`config.mk`:
```
export PLATFORM = sky130hd
export DESIGN_NAME = axi_lite_read_router
export DESIGN_NICKNAME = d
export VERILOG_FILES = /design/src/rtl/axi_lite_pkg.sv /design/src/rtl/axi_lite_read_router.sv
export SDC_FILE = /design/constraint.sdc
export NUM_CORES = 1
export LEC_CHECK = 0
export ABC_AREA = 1
export CAP_MARGIN = 20
export CORE_AREA = 2 2 116 118
export DETAILED_ROUTE_END_ITERATION = 12
export DIE_AREA = 0 0 118 120
export PLACE_DENSITY = 0.69
export RECOVER_POWER = 50
export SKIP_LAST_GASP = 1
export SYNTH_ARGS = -nofsm -noshare
export SYNTH_HDL_FRONTEND = slang
export SYNTH_SLANG_ARGS = --single-unit
```
`constraint.sdc`:
```
create_clock -name clk_i -period 2.4 [get_ports clk_i]
set_input_delay 0.36 -clock clk_i [delete_from_list [all_inputs] [get_ports clk_i]]
set_output_delay 0.36 -clock clk_i [all_outputs]
set_load 0.01 [all_outputs]
```
`src/rtl/axi_lite_pkg.sv`:
```
// Shared AXI4-Lite definitions for the crossbar read path: response codes and router states.
// DRAIN is only part of the state set when AXI_LITE_RD_TIMEOUT_EN is defined.
package axi_lite_pkg;

   localparam logic [1:0] RESP_OKAY   = 2'b00;
   localparam logic [1:0] RESP_SLVERR = 2'b10;
   localparam logic [1:0] RESP_DECERR = 2'b11;

   typedef enum logic [2:0] {
      IDLE   = 3'd0,
      FWD_AR = 3'd1,
      WAIT_R = 3'd2,
`ifdef AXI_LITE_RD_TIMEOUT_EN
      ERR_R  = 3'd3,
      DRAIN  = 3'd4
`else
      ERR_R  = 3'd3
`endif
   } rd_router_state_e;

endpackage

```
`src/rtl/axi_lite_read_router.sv`:
```
// Single-outstanding AXI4-Lite read router: one master, NUM_SLAVE slaves, DECERR for unmapped reads.
// Define AXI_LITE_RD_TIMEOUT_EN to add the WAIT_R timeout (SLVERR) and the DRAIN state for late beats.
module axi_lite_read_router
   import axi_lite_pkg::*;
#(
   parameter int ADDR_WIDTH     = 32,
   parameter int DATA_WIDTH     = 32,
   parameter int NUM_SLAVE      = 4,
   parameter int TIMEOUT_CYCLES = 256,
   parameter int IDX_W          = (NUM_SLAVE > 1) ? $clog2(NUM_SLAVE) : 1
)(
   input  logic                            clk_i,
   input  logic                            rst_i,
   input  logic [ADDR_WIDTH-1:0]           ar_addr_i,
   input  logic [2:0]                      ar_prot_i,
   input  logic                            ar_valid_i,
   output logic                            ar_ready_o,
   output logic [DATA_WIDTH-1:0]           r_data_o,
   output logic [1:0]                      r_resp_o,
   output logic                            r_valid_o,
   input  logic                            r_ready_i,
   output logic [ADDR_WIDTH-1:0]           res_addr_o,
   input  logic [IDX_W-1:0]                res_idx_i,
   input  logic                            res_ok_i,
   output logic [ADDR_WIDTH-1:0]           sl_ar_addr_o,
   output logic [2:0]                      sl_ar_prot_o,
   output logic [NUM_SLAVE-1:0]            sl_ar_valid_o,
   input  logic [NUM_SLAVE-1:0]            sl_ar_ready_i,
   input  logic [NUM_SLAVE*DATA_WIDTH-1:0] sl_r_data_i,
   input  logic [NUM_SLAVE*2-1:0]          sl_r_resp_i,
   input  logic [NUM_SLAVE-1:0]            sl_r_valid_i,
   output logic [NUM_SLAVE-1:0]            sl_r_ready_o
);

   localparam logic [IDX_W:0] NUM_SLAVE_W = (IDX_W+1)'(NUM_SLAVE);

   if (TIMEOUT_CYCLES < 2) begin : g_bad_timeout
      $error("TIMEOUT_CYCLES must be at least 2");
   end

   rd_router_state_e        state_q;
   logic [ADDR_WIDTH-1:0]   addr_q;
   logic [2:0]              prot_q;
   logic [IDX_W-1:0]        idx_q;
   logic [1:0]              resp_q;

`ifdef AXI_LITE_RD_TIMEOUT_EN
   localparam int                CNT_W   = $clog2(TIMEOUT_CYCLES);
   localparam logic [CNT_W-1:0]  CNT_MAX = CNT_W'(TIMEOUT_CYCLES - 1);
   logic [CNT_W-1:0]             cnt_q;
   logic                         timed_out_q;
   logic                         drained_q;
`endif

   logic [NUM_SLAVE-1:0]    sel_oh;
   logic                    sel_ar_ready;
   logic                    sel_r_valid;
   logic [DATA_WIDTH-1:0]   sel_r_data;
   logic [1:0]              sel_r_resp;
   logic                    map_ok;

   // An index beyond the slave count is treated exactly like a resolver miss.
   assign map_ok = res_ok_i && ({1'b0, res_idx_i} < NUM_SLAVE_W);

   always_comb begin
      sel_oh       = '0;
      sel_r_data   = '0;
      sel_r_resp   = 2'b00;
      for (int i = 0; i < NUM_SLAVE; i++) begin
         sel_oh[i]  = (idx_q == IDX_W'(i));
         sel_r_data = sel_r_data | (sl_r_data_i[i*DATA_WIDTH +: DATA_WIDTH] & {DATA_WIDTH{sel_oh[i]}});
         sel_r_resp = sel_r_resp | (sl_r_resp_i[i*2 +: 2] & {2{sel_oh[i]}});
      end
      sel_ar_ready = |(sl_ar_ready_i & sel_oh);
      sel_r_valid  = |(sl_r_valid_i & sel_oh);
   end

   // Outputs are gated by rst_i so that an asserted reset silences every handshake at once.
   always_comb begin
      ar_ready_o    = 1'b0;
      r_valid_o     = 1'b0;
      r_data_o      = '0;
      r_resp_o      = 2'b00;
      res_addr_o    = addr_q;
      sl_ar_addr_o  = addr_q;
      sl_ar_prot_o  = prot_q;
      sl_ar_valid_o = '0;
      sl_r_ready_o  = '0;
      if (rst_i) begin
         ar_ready_o = 1'b0;
      end else begin
         case (state_q)
            IDLE: begin
               ar_ready_o = 1'b1;
               res_addr_o = ar_addr_i;
            end
            FWD_AR: begin
               sl_ar_valid_o = sel_oh;
            end
            WAIT_R: begin
               r_valid_o    = sel_r_valid;
               r_data_o     = sel_r_data;
               r_resp_o     = sel_r_resp;
               sl_r_ready_o = sel_oh & {NUM_SLAVE{r_ready_i}};
            end
            ERR_R: begin
               r_valid_o = 1'b1;
               r_resp_o  = resp_q;
`ifdef AXI_LITE_RD_TIMEOUT_EN
               sl_r_ready_o = sel_oh & {NUM_SLAVE{timed_out_q}};
`endif
            end
`ifdef AXI_LITE_RD_TIMEOUT_EN
            DRAIN: begin
               sl_r_ready_o = sel_oh;
            end
`endif
            default: begin
               ar_ready_o = 1'b0;
            end
         endcase
      end
   end

   // Transaction FSM and request latches.
   always_ff @(posedge clk_i or posedge rst_i) begin
      if (rst_i) begin
         state_q     <= IDLE;
         addr_q      <= '0;
         prot_q      <= 3'b000;
         idx_q       <= '0;
         resp_q      <= 2'b00;
`ifdef AXI_LITE_RD_TIMEOUT_EN
         cnt_q       <= '0;
         timed_out_q <= 1'b0;
         drained_q   <= 1'b0;
`endif
      end else begin
         case (state_q)
            IDLE: begin
               if (ar_valid_i) begin
                  addr_q <= ar_addr_i;
                  prot_q <= ar_prot_i;
                  idx_q  <= res_idx_i;
                  resp_q <= RESP_DECERR;
`ifdef AXI_LITE_RD_TIMEOUT_EN
                  timed_out_q <= 1'b0;
                  drained_q   <= 1'b0;
`endif
                  state_q <= map_ok ? FWD_AR : ERR_R;
               end
            end
            FWD_AR: begin
               if (sel_ar_ready) begin
                  state_q <= WAIT_R;
`ifdef AXI_LITE_RD_TIMEOUT_EN
                  cnt_q   <= '0;
`endif
               end
            end
            WAIT_R: begin
               // A beat in the final counted cycle still completes normally.
               if (sel_r_valid && r_ready_i) begin
                  state_q <= IDLE;
`ifdef AXI_LITE_RD_TIMEOUT_EN
               end else if (cnt_q == CNT_MAX) begin
                  state_q     <= ERR_R;
                  resp_q      <= RESP_SLVERR;
                  timed_out_q <= 1'b1;
               end else begin
                  cnt_q <= cnt_q + CNT_W'(1);
`endif
               end
            end
            ERR_R: begin
`ifdef AXI_LITE_RD_TIMEOUT_EN
               if (timed_out_q && sel_r_valid) begin
                  drained_q <= 1'b1;
               end
               if (r_ready_i) begin
                  state_q <= (timed_out_q && !drained_q && !sel_r_valid) ? DRAIN : IDLE;
               end
`else
               if (r_ready_i) begin
                  state_q <= IDLE;
               end
`endif
            end
`ifdef AXI_LITE_RD_TIMEOUT_EN
            DRAIN: begin
               if (sel_r_valid) begin
                  state_q <= IDLE;
               end
            end
`endif
            default: begin
               state_q <= IDLE;
            end
         endcase
      end
   end

endmodule

```
==> summary by stage, run 1 <==
Critical path
The start-to-end type of the worst setup path is in2out. In this run the worst setup path begins at rst_i. The critical path's top delay family is buffers and inverters. On the worst path, the slowest cell contributes a delay of 0.54 ns. The worst setup path is captured at an output port. The arrival time of the worst setup path is 2.03 ns. The origin of the critical flop-to-flop path is state_q[1]$_DFFE_PP0P_. The slowest stage of the critical path belongs to the cell sky130_fd_sc_hd__clkdlybuf4s50_1. The count of buffer and inverter cells on the critical path is 5. Data on the critical path is required at its endpoint by 2.04 ns. The most numerous cell on the critical path is sky130_fd_sc_hd__clkdlybuf4s50_1. The signal on the critical path passes through clkdlybuf4s50_1, buf_4, nor2_4, inv_4, buf_12, o21ai_2, clkdlybuf4s50_1. The maximum net fanout on the critical path is 23.

The startpoint type of the worst setup path is a primary input.

Route
The post-detailed-route wirelength per cell is ~16 um. For this run, design rule violations remaining after detail routing come to 0. The remaining antenna violation count after routing is 0. The first-pass detailed-route iteration total is 5. The count of routing violations after the opening detailed-route iteration is 185. For this block, the via count after detailed routing is between 4000 and 5000. The final layout contains routed wiring with a total length of roughly 16 mm. Using the TritonRoute via totals, the vias-per-cell ratio works out to 4.84.

STA
The remaining max-slew budget at the tightest pin is 0.397. Setup violations remaining at the end of the flow were counted as 0. Setup repair after global routing could not meet its margin everywhere. The final setup skew is ~0.0054 ns. Counting I/O delays and the setup requirement, the final critical path takes 2.39 ns. The worst-case setup margin in the final layout is between 0.008 and 0.009 ns. The total negative slack is 0 ns.

The count of final max-slew check failures was 0. The highest clock rate is 0.418 GHz. For the pin with the worst max-slew slack, the measured transition is 0.904 ns. The hold violation count in the final report was 0. In the finished design, the share of the clock period the worst path needs comes to 0.996.

CTS
The longest clock path from root to sink contains 2 buffers. The clock sink count is 40. The H-tree depth is 2. After clock tree synthesis, the clock-pin slew on the worst setup and hold paths is around 0.060 ns. The cell at the root of the clock tree is sky130_fd_sc_hd__clkbuf_16.

Clock tree synthesis inserted a total of 5 buffers. TritonCTS built the clock tree. The later pin in the worst-skew pair is clocked with a latency of approximately 0.29 ns.

Pwr
The maximum vdd ir drop is 731 uV. The analysis attributes to cell leakage a power of 0.00315 uW. Power spread over the standard cell area amounts to 1030 mW/mm2.

Finish
The area added between synthesis and finish is 98.4%. The utilization of the core after routing is 0.519. The final cell count without fillers is around 960.

The layout cell share with drive strength beyond 1 is 0.0977. For this run, the post-layout net count is 963. Leaving out fill and tap cells, the most frequent cells in the layout are sky130_fd_sc_hd__clkdlybuf4s50_1 (214), sky130_fd_sc_hd__nand2_1 (148), sky130_fd_sc_hd__nand3_1 (79). Leaving out fill and tap cells, the most frequent cell in the layout is sky130_fd_sc_hd__clkdlybuf4s50_1.

The number of inserted filler cells in the final layout is 1288.

Floorplan
The die extent in y is 120 um. The floorplan has 42 rows. The floorplan die width is 118 um. For this configuration, the core starts out at a cell density of 0.261. The number of ports placed on the die boundary is 297. The floorplan die area is 0.0142 mm2. The placeable core region is 0.0130 mm2.

Logic synthesis
In the synthesized netlist, the number of instances is 486. The proportion of synthesized chip area in sequential cells is 0.295. During synthesis, Yosys emitted a total of 0 warnings. The mean area per synthesized cell is 6.98 um2. The synthesized netlist net count is roughly 670. After synthesis, the netlist uses 27 different library cells. Summing every instance area after synthesis gives 0.00339 mm2. Synthesis inferred 40 register bits.

Placed design
Once placement completed, the tool counted placed cells totaling 944. At the end of routability-driven placement, the weighted congestion stood at 0.957. The pre-CTS worst setup slack is -0.0893 ns.

The detailed-placement wirelength estimate is 12.2 mm. Port buffering added 296 buffers.

GRT
The first global-routing pass estimated 23.5 mm of wire. The number of antenna violations at the first check in global routing is 3. For this run, the total global-route usage over all layers was measured as 0.207.

The largest net degree at the start of global routing is 54. The number of global-route vias before repair is 4542. The remaining global-route overflow is 0.

Job
The number of max-capacitance violations reported is 0.

Min path
The worst hold path belongs to the class in2async.

Status
The flow ran to the end, and the final reports show no timing, DRC or antenna violations.
-- final cells by class --
| cell class | count | area, um2 | area share |
|---|---|---|---|
| Timing Repair Buffer | 324 | 3230 | 0.480 |
| Multi-Input combinational cell | 357 | 1860 | 0.277 |
| Sequential cell | 40 | 1000 | 0.149 |
| Tap cell | 176 | 220 | 0.0327 |
| Inverter | 49 | 189 | 0.0281 |
| Clock buffer | 5 | 125 | 0.0186 |
| Clock inverter | 3 | 90.1 | 0.0134 |
| Antenna cell | 2 | 5.00 | 0.000744 |
-- worst paths after layout --
check                                               end  slack (ns)  depth (start not counted)
setup / recovery                         res_addr_o[18]       0.009                          7
hold / removal                   state_q[1]$_DFFE_PP0P_        0.45                          3
setup reg to reg            sl_ar_prot_o[2]$_DFFE_PP0P_        0.65                          4
hold reg to reg                   resp_q[0]$_DFFE_PP0P_        0.47                          2
max in group asynchronous  sl_ar_addr_o[27]$_DFFE_PP0P_        0.90                          4
min in group clk_i                resp_q[0]$_DFFE_PP0P_        0.47                          2
-- flip-flops by register name, indices dropped and copies added (netlist names) --
register,cells
idx_q,2
state_q,2
sl_ar_prot_o,3
sl_ar_addr_o,32
resp_q,1
-- power breakdown --
part / leakage (uW) / switching, uW / internal [uW]
logic: 0.00256 / 2460 / 2190
registers: 0.000486 / 300 / 997
clock network: 0.000104 / 276 / 701
-- metal layers --
metal / vias to the layer above / track usage / share of wire
met5: - / 0 / 0.00084
met4: 2 / 0.0783 / 0.028
met3: 31 / 0.0618 / 0.088
met2: 244 / 0.356 / 0.49
met1: 2131 / 0.242 / 0.40
li1: 2218 / - / -
-- cells by family after synthesis --
kind of cell / after synthesis / synth area share
DFF: 40 / 0.295
and+or+nand+nor: 250 / 0.318
muxes: 3 / 0.00996
AOI/OAI and AO/OA: 104 / 0.222
buffers and inverters: 89 / 0.155
-- worst register-to-register path, stage by stage (launching register included) --
cell	delay (ns)
sky130_fd_sc_hd__dfrtp_2	0.43
sky130_fd_sc_hd__nor2_4	0.07
sky130_fd_sc_hd__nand2_2	0.21
sky130_fd_sc_hd__clkbuf_2	0.54
sky130_fd_sc_hd__mux2_2	0.40
-- synthesized netlist by cell type --
library cell	n	area [um2]
sky130_fd_sc_hd__nand2_1	148	556
sky130_fd_sc_hd__clkinv_1	1	3.75
sky130_fd_sc_hd__o21ai_1	14	70.1
sky130_fd_sc_hd__a21oi_1	4	20.0
sky130_fd_sc_hd__nand4_1	1	6.26
sky130_fd_sc_hd__nor3_1	1	5.00
sky130_fd_sc_hd__o21ai_2	19	166
sky130_fd_sc_hd__nand3_1	79	395
sky130_fd_sc_hd__dfrtp_1	40	1000
sky130_fd_sc_hd__clkbuf_8	4	55.1
sky130_fd_sc_hd__nand2_2	2	12.5
sky130_fd_sc_hd__inv_1	43	161
sky130_fd_sc_hd__o21ai_0	34	170
sky130_fd_sc_hd__nand2_4	1	11.3
sky130_fd_sc_hd__a41oi_1	27	236
sky130_fd_sc_hd__buf_6	16	180
sky130_fd_sc_hd__inv_4	1	6.26
sky130_fd_sc_hd__clkbuf_1	2	7.51
sky130_fd_sc_hd__o211ai_1	1	7.51
sky130_fd_sc_hd__a41oi_2	5	81.3
sky130_fd_sc_hd__buf_2	15	75.1
sky130_fd_sc_hd__nor2_1	14	52.6
sky130_fd_sc_hd__nor2_2	1	6.26
sky130_fd_sc_hd__nor2_4	3	33.8
sky130_fd_sc_hd__buf_4	3	22.5
sky130_fd_sc_hd__mux2_2	3	33.8
sky130_fd_sc_hd__inv_2	4	15.0
-- stage by stage --
| stage | power, uW | cell area (um2) | hold WS, ns |
|---|---|---|---|
| floorplan | 3810 | 3390 | 0.434 |
| global placement | 6190 | 6520 | 0.449 |
| detailed placement | 6250 | 6520 | 0.455 |
| CTS | 7040 | 6680 | 0.449 |
| global route | 7430 | 6730 | 0.462 |
| finish | 6920 | 6730 | 0.450 |
-- what timing repair did --
action | CTS | global route
gates cloned | 0 | 1
resized for setup | 57 | 18
endpoints found under the setup margin | 62 | 17
buffers inserted | 1 | 0
hold buffers | 0 | 0
Power figures use the tool's default switching activity.
==> run 2, diff against run 1 <==
CTS_CLUSTER_SIZE = 8   (was not set)
==> results of run 2 <==
Final layout, timing and power as in run 1 (identical DEF).
